File: config.mk
export PLATFORM = sky130hd
export DESIGN_NAME = multicycle_control
export DESIGN_NICKNAME = d
export VERILOG_FILES = /design/src/rtl/multicycle_control_pkg.sv /design/src/rtl/multicycle_control_alu_op_encoder.sv /design/src/rtl/multicycle_control.sv
export SDC_FILE = /design/constraint.sdc
export NUM_CORES = 1
export LEC_CHECK = 0
export CAP_MARGIN = 20
export CORE_MARGIN = 4
export CORE_UTILIZATION = 45
export CTS_BUF_LIST = sky130_fd_sc_hd__clkbuf_4
export DETAILED_ROUTE_END_ITERATION = 7
export PLACE_DENSITY = 0.82
export SYNTH_ARGS = -nofsm -noshare
export SYNTH_HDL_FRONTEND = slang
export SYNTH_SLANG_ARGS = --single-unit
File: constraint.sdc
create_clock -name clk -period 1.92 [get_ports clk]
set_input_delay 0.288 -clock clk [delete_from_list [all_inputs] [get_ports clk]]
set_output_delay 0.288 -clock clk [all_outputs]
set_load 0.01 [all_outputs]
File: src/rtl/multicycle_control_pkg.sv
// Shared encodings for the multicycle MIPS control path: FSM states, opcodes
// and the alu_op codes that alu_control also decodes.
package multicycle_control_pkg;

  typedef enum logic [3:0] {
    IDLE      = 4'd0,
    FETCH     = 4'd1,
    DECODE    = 4'd2,
    MEM_ADDR  = 4'd3,
    MEM_READ  = 4'd4,
    MEM_WB    = 4'd5,
    MEM_WRITE = 4'd6,
    EXEC_R    = 4'd7,
    ALU_WB    = 4'd8,
    EXEC_I    = 4'd9,
    I_WB      = 4'd10,
    BRANCH    = 4'd11,
    JUMP      = 4'd12
  } state_t;

  localparam logic [5:0] OP_RTYPE = 6'b000000;
  localparam logic [5:0] OP_LW    = 6'b100011;
  localparam logic [5:0] OP_SW    = 6'b101011;
  localparam logic [5:0] OP_BEQ   = 6'b000100;
  localparam logic [5:0] OP_J     = 6'b000010;
  localparam logic [5:0] OP_ADDI  = 6'b001000;
  localparam logic [5:0] OP_ANDI  = 6'b001100;
  localparam logic [5:0] OP_ORI   = 6'b001101;
  localparam logic [5:0] OP_XORI  = 6'b001110;
  localparam logic [5:0] OP_SLTI  = 6'b001010;

  localparam logic [2:0] ALU_ADD   = 3'b000;
  localparam logic [2:0] ALU_SUB   = 3'b001;
  localparam logic [2:0] ALU_RTYPE = 3'b010;
  localparam logic [2:0] ALU_AND   = 3'b011;
  localparam logic [2:0] ALU_OR    = 3'b100;
  localparam logic [2:0] ALU_XOR   = 3'b101;
  localparam logic [2:0] ALU_SLT   = 3'b110;

  function automatic logic is_itype(input logic [5:0] op);
    return (op == OP_ADDI) || (op == OP_ANDI) || (op == OP_ORI) ||
           (op == OP_XORI) || (op == OP_SLTI);
  endfunction

endpackage

File: src/rtl/multicycle_control_alu_op_encoder.sv
// Maps an I-type opcode to its ALU operation class and immediate extension;
// non-I-type opcodes fall back to add with sign extension.
module alu_op_encoder
  import multicycle_control_pkg::*;
(
  input  logic [5:0] opcode,
  output logic [2:0] alu_op,
  output logic       zero_ext
);

  always_comb begin
    alu_op   = ALU_ADD;
    zero_ext = 1'b0;
    case (opcode)
      OP_ANDI: begin alu_op = ALU_AND; zero_ext = 1'b1; end
      OP_ORI:  begin alu_op = ALU_OR;  zero_ext = 1'b1; end
      OP_XORI: begin alu_op = ALU_XOR; zero_ext = 1'b1; end
      OP_SLTI: alu_op = ALU_SLT;
      default: ;
    endcase
  end

endmodule

File: src/rtl/multicycle_control.sv
// Main control FSM of the multicycle MIPS datapath: sequences each instruction
// through its states and drives the datapath enables and the alu_op class.
module multicycle_control
  import multicycle_control_pkg::*;
#(
  parameter int STATE_W = 4
) (
  input  logic               clk,
  input  logic               rst_n,
  input  logic [5:0]         opcode,
  input  logic               mem_ready,
  output logic               pc_write,
  output logic               pc_write_cond,
  output logic               i_or_d,
  output logic               mem_read,
  output logic               mem_write,
  output logic               ir_write,
  output logic               mem_to_reg,
  output logic               reg_dst,
  output logic               reg_write,
  output logic               alu_src_a,
  output logic [1:0]         alu_src_b,
  output logic [1:0]         pc_source,
  output logic               zero_ext,
  output logic [2:0]         alu_op,
  output logic               instr_done,
  output logic               illegal_op,
  output logic [STATE_W-1:0] state
);

  state_t     cur_state, nxt_state;
  logic [2:0] enc_alu_op, alu_class_q;
  logic       enc_zero_ext, zero_ext_q, is_store_q;

  alu_op_encoder u_alu_op_encoder (
    .opcode   (opcode),
    .alu_op   (enc_alu_op),
    .zero_ext (enc_zero_ext)
  );

  // Decode-time facts are captured so the opcode may change once DECODE is left.
  always_ff @(posedge clk or negedge rst_n) begin
    if (!rst_n) begin
      cur_state   <= IDLE;
      alu_class_q <= ALU_ADD;
      zero_ext_q  <= 1'b0;
      is_store_q  <= 1'b0;
    end else begin
      cur_state <= nxt_state;
      if (cur_state == DECODE) begin
        alu_class_q <= enc_alu_op;
        zero_ext_q  <= enc_zero_ext;
        is_store_q  <= (opcode == OP_SW);
      end
    end
  end

  always_comb begin
    nxt_state     = cur_state;
    pc_write      = 1'b0;
    pc_write_cond = 1'b0;
    i_or_d        = 1'b0;
    mem_read      = 1'b0;
    mem_write     = 1'b0;
    ir_write      = 1'b0;
    mem_to_reg    = 1'b0;
    reg_dst       = 1'b0;
    reg_write     = 1'b0;
    alu_src_a     = 1'b0;
    alu_src_b     = 2'b00;
    pc_source     = 2'b00;
    zero_ext      = 1'b0;
    alu_op        = ALU_ADD;
    instr_done    = 1'b0;
    illegal_op    = 1'b0;
    case (cur_state)
      IDLE: nxt_state = FETCH;
      FETCH: begin
        mem_read  = 1'b1;
        alu_src_b = 2'b01;
        ir_write  = mem_ready;
        pc_write  = mem_ready;
        if (mem_ready) nxt_state = DECODE;
      end
      DECODE: begin
        alu_src_b = 2'b11;
        if (opcode == OP_RTYPE)                        nxt_state = EXEC_R;
        else if (opcode == OP_LW || opcode == OP_SW)   nxt_state = MEM_ADDR;
        else if (opcode == OP_BEQ)                     nxt_state = BRANCH;
        else if (opcode == OP_J)                       nxt_state = JUMP;
        else if (is_itype(opcode))                     nxt_state = EXEC_I;
        else begin
          illegal_op = 1'b1;
          nxt_state  = FETCH;
        end
      end
      MEM_ADDR: begin
        alu_src_a = 1'b1;
        alu_src_b = 2'b10;
        nxt_state = is_store_q ? MEM_WRITE : MEM_READ;
      end
      MEM_READ: begin
        mem_read = 1'b1;
        i_or_d   = 1'b1;
        if (mem_ready) nxt_state = MEM_WB;
      end
      MEM_WB: begin
        reg_write  = 1'b1;
        mem_to_reg = 1'b1;
        instr_done = 1'b1;
        nxt_state  = FETCH;
      end
      MEM_WRITE: begin
        mem_write  = 1'b1;
        i_or_d     = 1'b1;
        instr_done = mem_ready;
        if (mem_ready) nxt_state = FETCH;
      end
      EXEC_R: begin
        alu_src_a = 1'b1;
        alu_op    = ALU_RTYPE;
        nxt_state = ALU_WB;
      end
      ALU_WB: begin
        reg_write  = 1'b1;
        reg_dst    = 1'b1;
        instr_done = 1'b1;
        nxt_state  = FETCH;
      end
      EXEC_I: begin
        alu_src_a = 1'b1;
        alu_src_b = 2'b10;
        alu_op    = alu_class_q;
        zero_ext  = zero_ext_q;
        nxt_state = I_WB;
      end
      I_WB: begin
        reg_write  = 1'b1;
        instr_done = 1'b1;
        nxt_state  = FETCH;
      end
      BRANCH: begin
        alu_src_a     = 1'b1;
        alu_op        = ALU_SUB;
        pc_write_cond = 1'b1;
        pc_source     = 2'b01;
        instr_done    = 1'b1;
        nxt_state     = FETCH;
      end
      JUMP: begin
        pc_write   = 1'b1;
        pc_source  = 2'b10;
        instr_done = 1'b1;
        nxt_state  = FETCH;
      end
      default: nxt_state = IDLE;
    endcase
  end

  assign state = STATE_W'(cur_state);

endmodule

# After elaboration in Yosys (flattened, before gate mapping)

Cells that the tools add are included.
W data, S select, Z words.

Equality and inequality tests: 24
Reductions and logical operators: 16
Multiplexer cells: 33

Operator list:

| kind                 | count |
|---|---|
| $mux W4              | 8 |
| $pmux W4 S8          | 1 |
| $eq A6 B4 Y1 const B | 5 |
| $eq A4 B4 Y1 const B | 5 |
| $mux W1              | 17 |
| $eq A4 B3 Y1 const B | 4 |
| $eq A6 B6 Y1 const B | 2 |
| $pmux W3 S4          | 1 |
| $pmux W3 S3          | 1 |
| $eq A4 B2 Y1 const B | 2 |
| $eq A6 B2 Y1 const B | 1 |
| $eq A6 B3 Y1 const B | 1 |
| $logic_not A6 Y1     | 1 |
| $ne A2 B2 Y1 const B | 3 |
| $pmux W2 S3          | 1 |
| $reduce_or A2 Y1     | 3 |
| $reduce_or A3 Y1     | 2 |
| $reduce_or A6 Y1     | 1 |
| $logic_or A1 B1 Y1   | 5 |
| $reduce_or A5 Y1     | 1 |
| $eq A4 B1 Y1 const B | 1 |
| $logic_not A4 Y1     | 1 |
| $pmux W1 S2          | 2 |
| $pmux W2 S2          | 1 |
| 3 further kinds      | 3 |

Flip-flop bits (word level): 9
Output and inout port bits: 24
Word-level logic and storage cells: 77

# Longest topological paths before layout

Word-level depth: 11
Gate-level depth with buffers: 5

# By module

From an unflattened synthesis, not the netlist that was laid out.

Cell total of the unflattened synthesis: 110
Area, all modules: 842.1 um2

Modules (own cells, without submodules):

| module             | instances | cells an instance | sequential area each (um2) | area an instance (um2) |
|---|---|---|---|---|
| multicycle_control | 1         | 101               | 225.2                      | 767.0 |
| alu_op_encoder     | 1         | 9                 | 0.0                        | 75.1 |

# Worst setup path after synthesis

No wires, ideal clock.

Path type: in2out
Start: in opcode[0]
End: out illegal_op
Setup slack: 0.184 ns
Data required time: 1.632 ns
Stages: 5
Data arrival time: 1.448 ns
Cells stage by stage: clkbuf_1 or4_1 a211oi_1 nand2b_1 o21ba_1

Word-level cells in the longest chain between the ends: 11
Elaborated cells on any way between the ends: 21
Classes of those cells: eq/ne: 9; mux: 6; reduce/logical: 6

Ends and longest elaborated chain:

| item                             | RTL line                     | RTL |
|---|---|---|
| from (decl)                      | multicycle_control.sv:10     | `input logic [5:0] opcode,` |
| $eq A6 B4 Y1                     | multicycle_control_pkg.sv:41 | `return (op == OP_ADDI) \|\| (op == OP_ANDI) \|\| (op == OP_ORI) \|\|` |
| $logic_or A1 B1 Y1 (3 in series) | multicycle_control_pkg.sv:41 |  |
| $logic_or A1 B1 Y1               | multicycle_control_pkg.sv:42 | `(op == OP_XORI) \|\| (op == OP_SLTI);` |
| $mux W1                          | multicycle_control.sv:91     | `else if (is_itype(opcode)) nxt_state = EXEC_I;` |
| $mux W1                          | multicycle_control.sv:90     | `else if (opcode == OP_J) nxt_state = JUMP;` |
| $mux W1                          | multicycle_control.sv:89     | `else if (opcode == OP_BEQ) nxt_state = BRANCH;` |
| $mux W1                          | multicycle_control.sv:88     | `else if (opcode == OP_LW \|\| opcode == OP_SW) nxt_state = MEM_ADDR;` |
| $mux W1 (*)                      | multicycle_control.sv:87     | `if (opcode == OP_RTYPE) nxt_state = EXEC_R;` |
| $mux W1 (*)                      | multicycle_control.sv:76     | `case (cur_state)` |
| to (decl)                        | multicycle_control.sv:27     | `output logic illegal_op,` |

Mark *: on every way between the ends. The rest lies on a longest branch, timed or not.

# Worst setup path in the final report

Start: reg cur_state[3] (netlist: state[3])
End: reg is_store_q

Word-level cells in the longest chain between the ends: 1

Ends and longest elaborated chain:

| item                   | RTL line                 | RTL |
|---|---|---|
| from (decl)            | multicycle_control.sv:31 | `state_t cur_state, nxt_state;` |
| from (signal assigned) | multicycle_control.sv:49 | `cur_state <= nxt_state;` |
| $eq A4 B2 Y1           | multicycle_control.sv:50 | `if (cur_state == DECODE) begin` |
| to (signal assigned)   | multicycle_control.sv:53 | `is_store_q <= (opcode == OP_SW);` |
| to (decl)              | multicycle_control.sv:33 | `logic enc_zero_ext, zero_ext_q, is_store_q;` |

No other way between the ends.
A chain may end at the register's enable or synchronous reset.

==> results.cfg <==
[route]
firstDrtPassIters = 4
wl_met3_um = 191
finalWirelength_um = 3160
wl_met2_um = 1610
routed.top_layer = met4
wirelength_met1_um = 1220
route.vias.total = 1181
routedWlPerCell_um = 15.4
drc = 0
vias_per_cell = 5.76
drtAntennaViolNets = 0
drt-initial-drc-count = 11

[power]
finalPower_w = 0.00194
ir_drop_v = 0.00106
power_per_cell_area_nw_per_um2 = 1270
leakage_nw = 0.786

[synthesis]
syn_inst = 119
syn-num-nets = 128
ys_seq_area_share_pct = 26.7
yosysWarnings = 0
synthArstFlopShare_pct = 100
synthMostInstantiatedCell = nor2_1
synthFlopType = dfrtp_1
synthTopCellsByArea = dfrtp_1 27%, a21oi_1 6.5%, nor2_1 5.3%
synth_top_area_share_pct = 26.7
synth_seq_cells = 9
yosysUniqueCellTypes = 36
synth_commonest_cells = 12 x nor2_1, 11 x a21oi_1, 9 x clkbuf_1, 9 x dfrtp_1
synth.largest_area_cell = dfrtp_1
avgSynthCellArea_um2 = 7.09
synth_area_um2 = 843
synth_edf_count = 0

[global_route]
grt_pass1_wl_um = 4840
antenna_found_initial = 0
grt_start_max_net_pins = 25
grtUsageTotal_pct = 24.3
grt_overflow = 0
grt_pass1_vias = 1151

[worst_setup_path]
reg2reg_depth = 4
cp.required_ps = 2110
r2r_start = state[3]
crit_arrival_ps = 2080
critPathMaxFanout = 7
reg2reg_slack_ps = 30
cp-startpoint = state[3]
start_kind = flip-flop
cp-endpoint = is_store_q
r2r_end = is_store_q
crit_type = flip-flop to flip-flop
end_kind = flip-flop

[clock_tree]
clk_pin_slew_worst_paths_ps = 60
clk_latency_ps = 260
htree_levels = 1
ctsLongestPathBuffers = 2
root_buffer = clkbuf_4
hold_buffers = 0
cts_tree = yes
numCtsBuffers = 3
cts.sinks = 9

[cells_and_area]
final_util_pct = 87.7
areaGrowthSynthToFinish_pct = 81.6
diodes = 0
drive_gt1_share_pct = 37.8
fill_cells = 96
fin_nets = 190

[floorplan]
dieArea_um2 = 2630
fp.dieH_um = 51.3
fp.dieW_um = 51.3
coreArea_um2 = 1750
initial_core_util_pct = 48.3
rows = 15
io_pins = 33

[place]
io_buffers = 32
place_congestion = 0.864
dp_hpwl_um = 2170

[sta]
post-route-period-util_pct = 98.4
worst_pin_slew_ps = 444
skew_ps = 1.23
maxSlewViolCount = 0
slew_headroom_pct = 70.3
finalSetupViolations = 0
period_needed_ps = 1890
hold_viol = 0
fmax_ghz = 0.530
grt_setup_unrepaired = true

[min_path]
hp-class = primary input to asynchronous set/reset pin

[outcome]
outcome = complete, no violations

[job]
cap_violations = 0
[cells by family after synthesis]
logic type,after synthesis,share of synthesized area (%)
multiplexers,2,2.37
flip-flops,9,26.7
AO/OA/AOI/OAI,36,27.2
buffers and inverters,17,8.16
AND/OR/NAND/NOR,53,33.5
XOR/XNOR,2,2.08
[per-layer routing]
layer | GRT usage [%] | vias up
met5 | 0 | -
met4 | 15.3 | 0
met3 | 4.08 | 17
met2 | 46.4 | 59
met1 | 23.8 | 553
li1 | - | 552
[flip-flops by register name, indices dropped and copies added, names as in the netlist]
register,count
zero_ext_q,1
state,4
is_store_q,1
alu_class_q,3
[metrics by stage]
stage               std cells  worst slack (ps)  TNS (ps)  hold WS (ps)  area (um^2)
global placement          190              -559      -623           462         1340
finish                    205              31.6         0           334         1530
floorplan                 119               184         0         -7.59          843
global route              205             -14.2     -24.8           344         1530
CTS                       205              -102      -134           337         1480
detailed placement        190              -636      -928           466         1340
[worst min-delay path by stage]
stage	startpoint	to	slack (ps)	cells past startpoint
detailed placement	alu_class_q[1]	alu_class_q[1]	470	2
finish	rst_n	alu_class_q[0]	330	1
global route	rst_n	zero_ext_q	340	1
CTS	rst_n	zero_ext_q	340	1
global placement	alu_class_q[2]	alu_class_q[2]	460	2
floorplan	rst_n	alu_class_q[0]	-8	0
[final cells by class]
cell class	count	area, um^2	area share (%)
clock buffers	4	30.0	1.96
inverters	4	15.0	0.980
multi-input cells	93	629	41.1
flip-flops and latches	9	229	15.0
well taps	25	31.3	2.04
repair buffers	70	597	39.0
[worst max-delay path, cell delays in order, from the launching register on]
cell	delay (ps)
dfrtp_2	470
buf_6	160
or4b_4	560
or4_1	530
o21ai_1	90
[report_power, final]
part	switching [W]	internal, W
clock	0.0000692	0.0000944
sequential	0.0000864	0.000268
combinational	0.000679	0.000744
[cells in the final DEF, fill, tap and decap left out, types with 5 or more instances in the layout]
| cell type | netlist | layout |
|---|---|---|
| dlygate4sd2_1 | 0 | 13 |
| nor2_1 | 12 | 11 |
| o21ai_0 | 8 | 7 |
| nor3_1 | 6 | 5 |
| a21oi_1 | 11 | 11 |
| clkdlybuf4s50_1 | 0 | 7 |
| dfrtp_1 | 9 | 6 |
| nand2_1 | 8 | 7 |
| buf_4 | 1 | 31 |
| buf_6 | 0 | 6 |
[repair_timing]
item,in CTS,in global routing
setup endpoints to repair,19,11
setup buffers,11,3
gates resized for setup,48,30
pin swaps,3,6
Note: power is estimated with default switching activity, not from simulation.
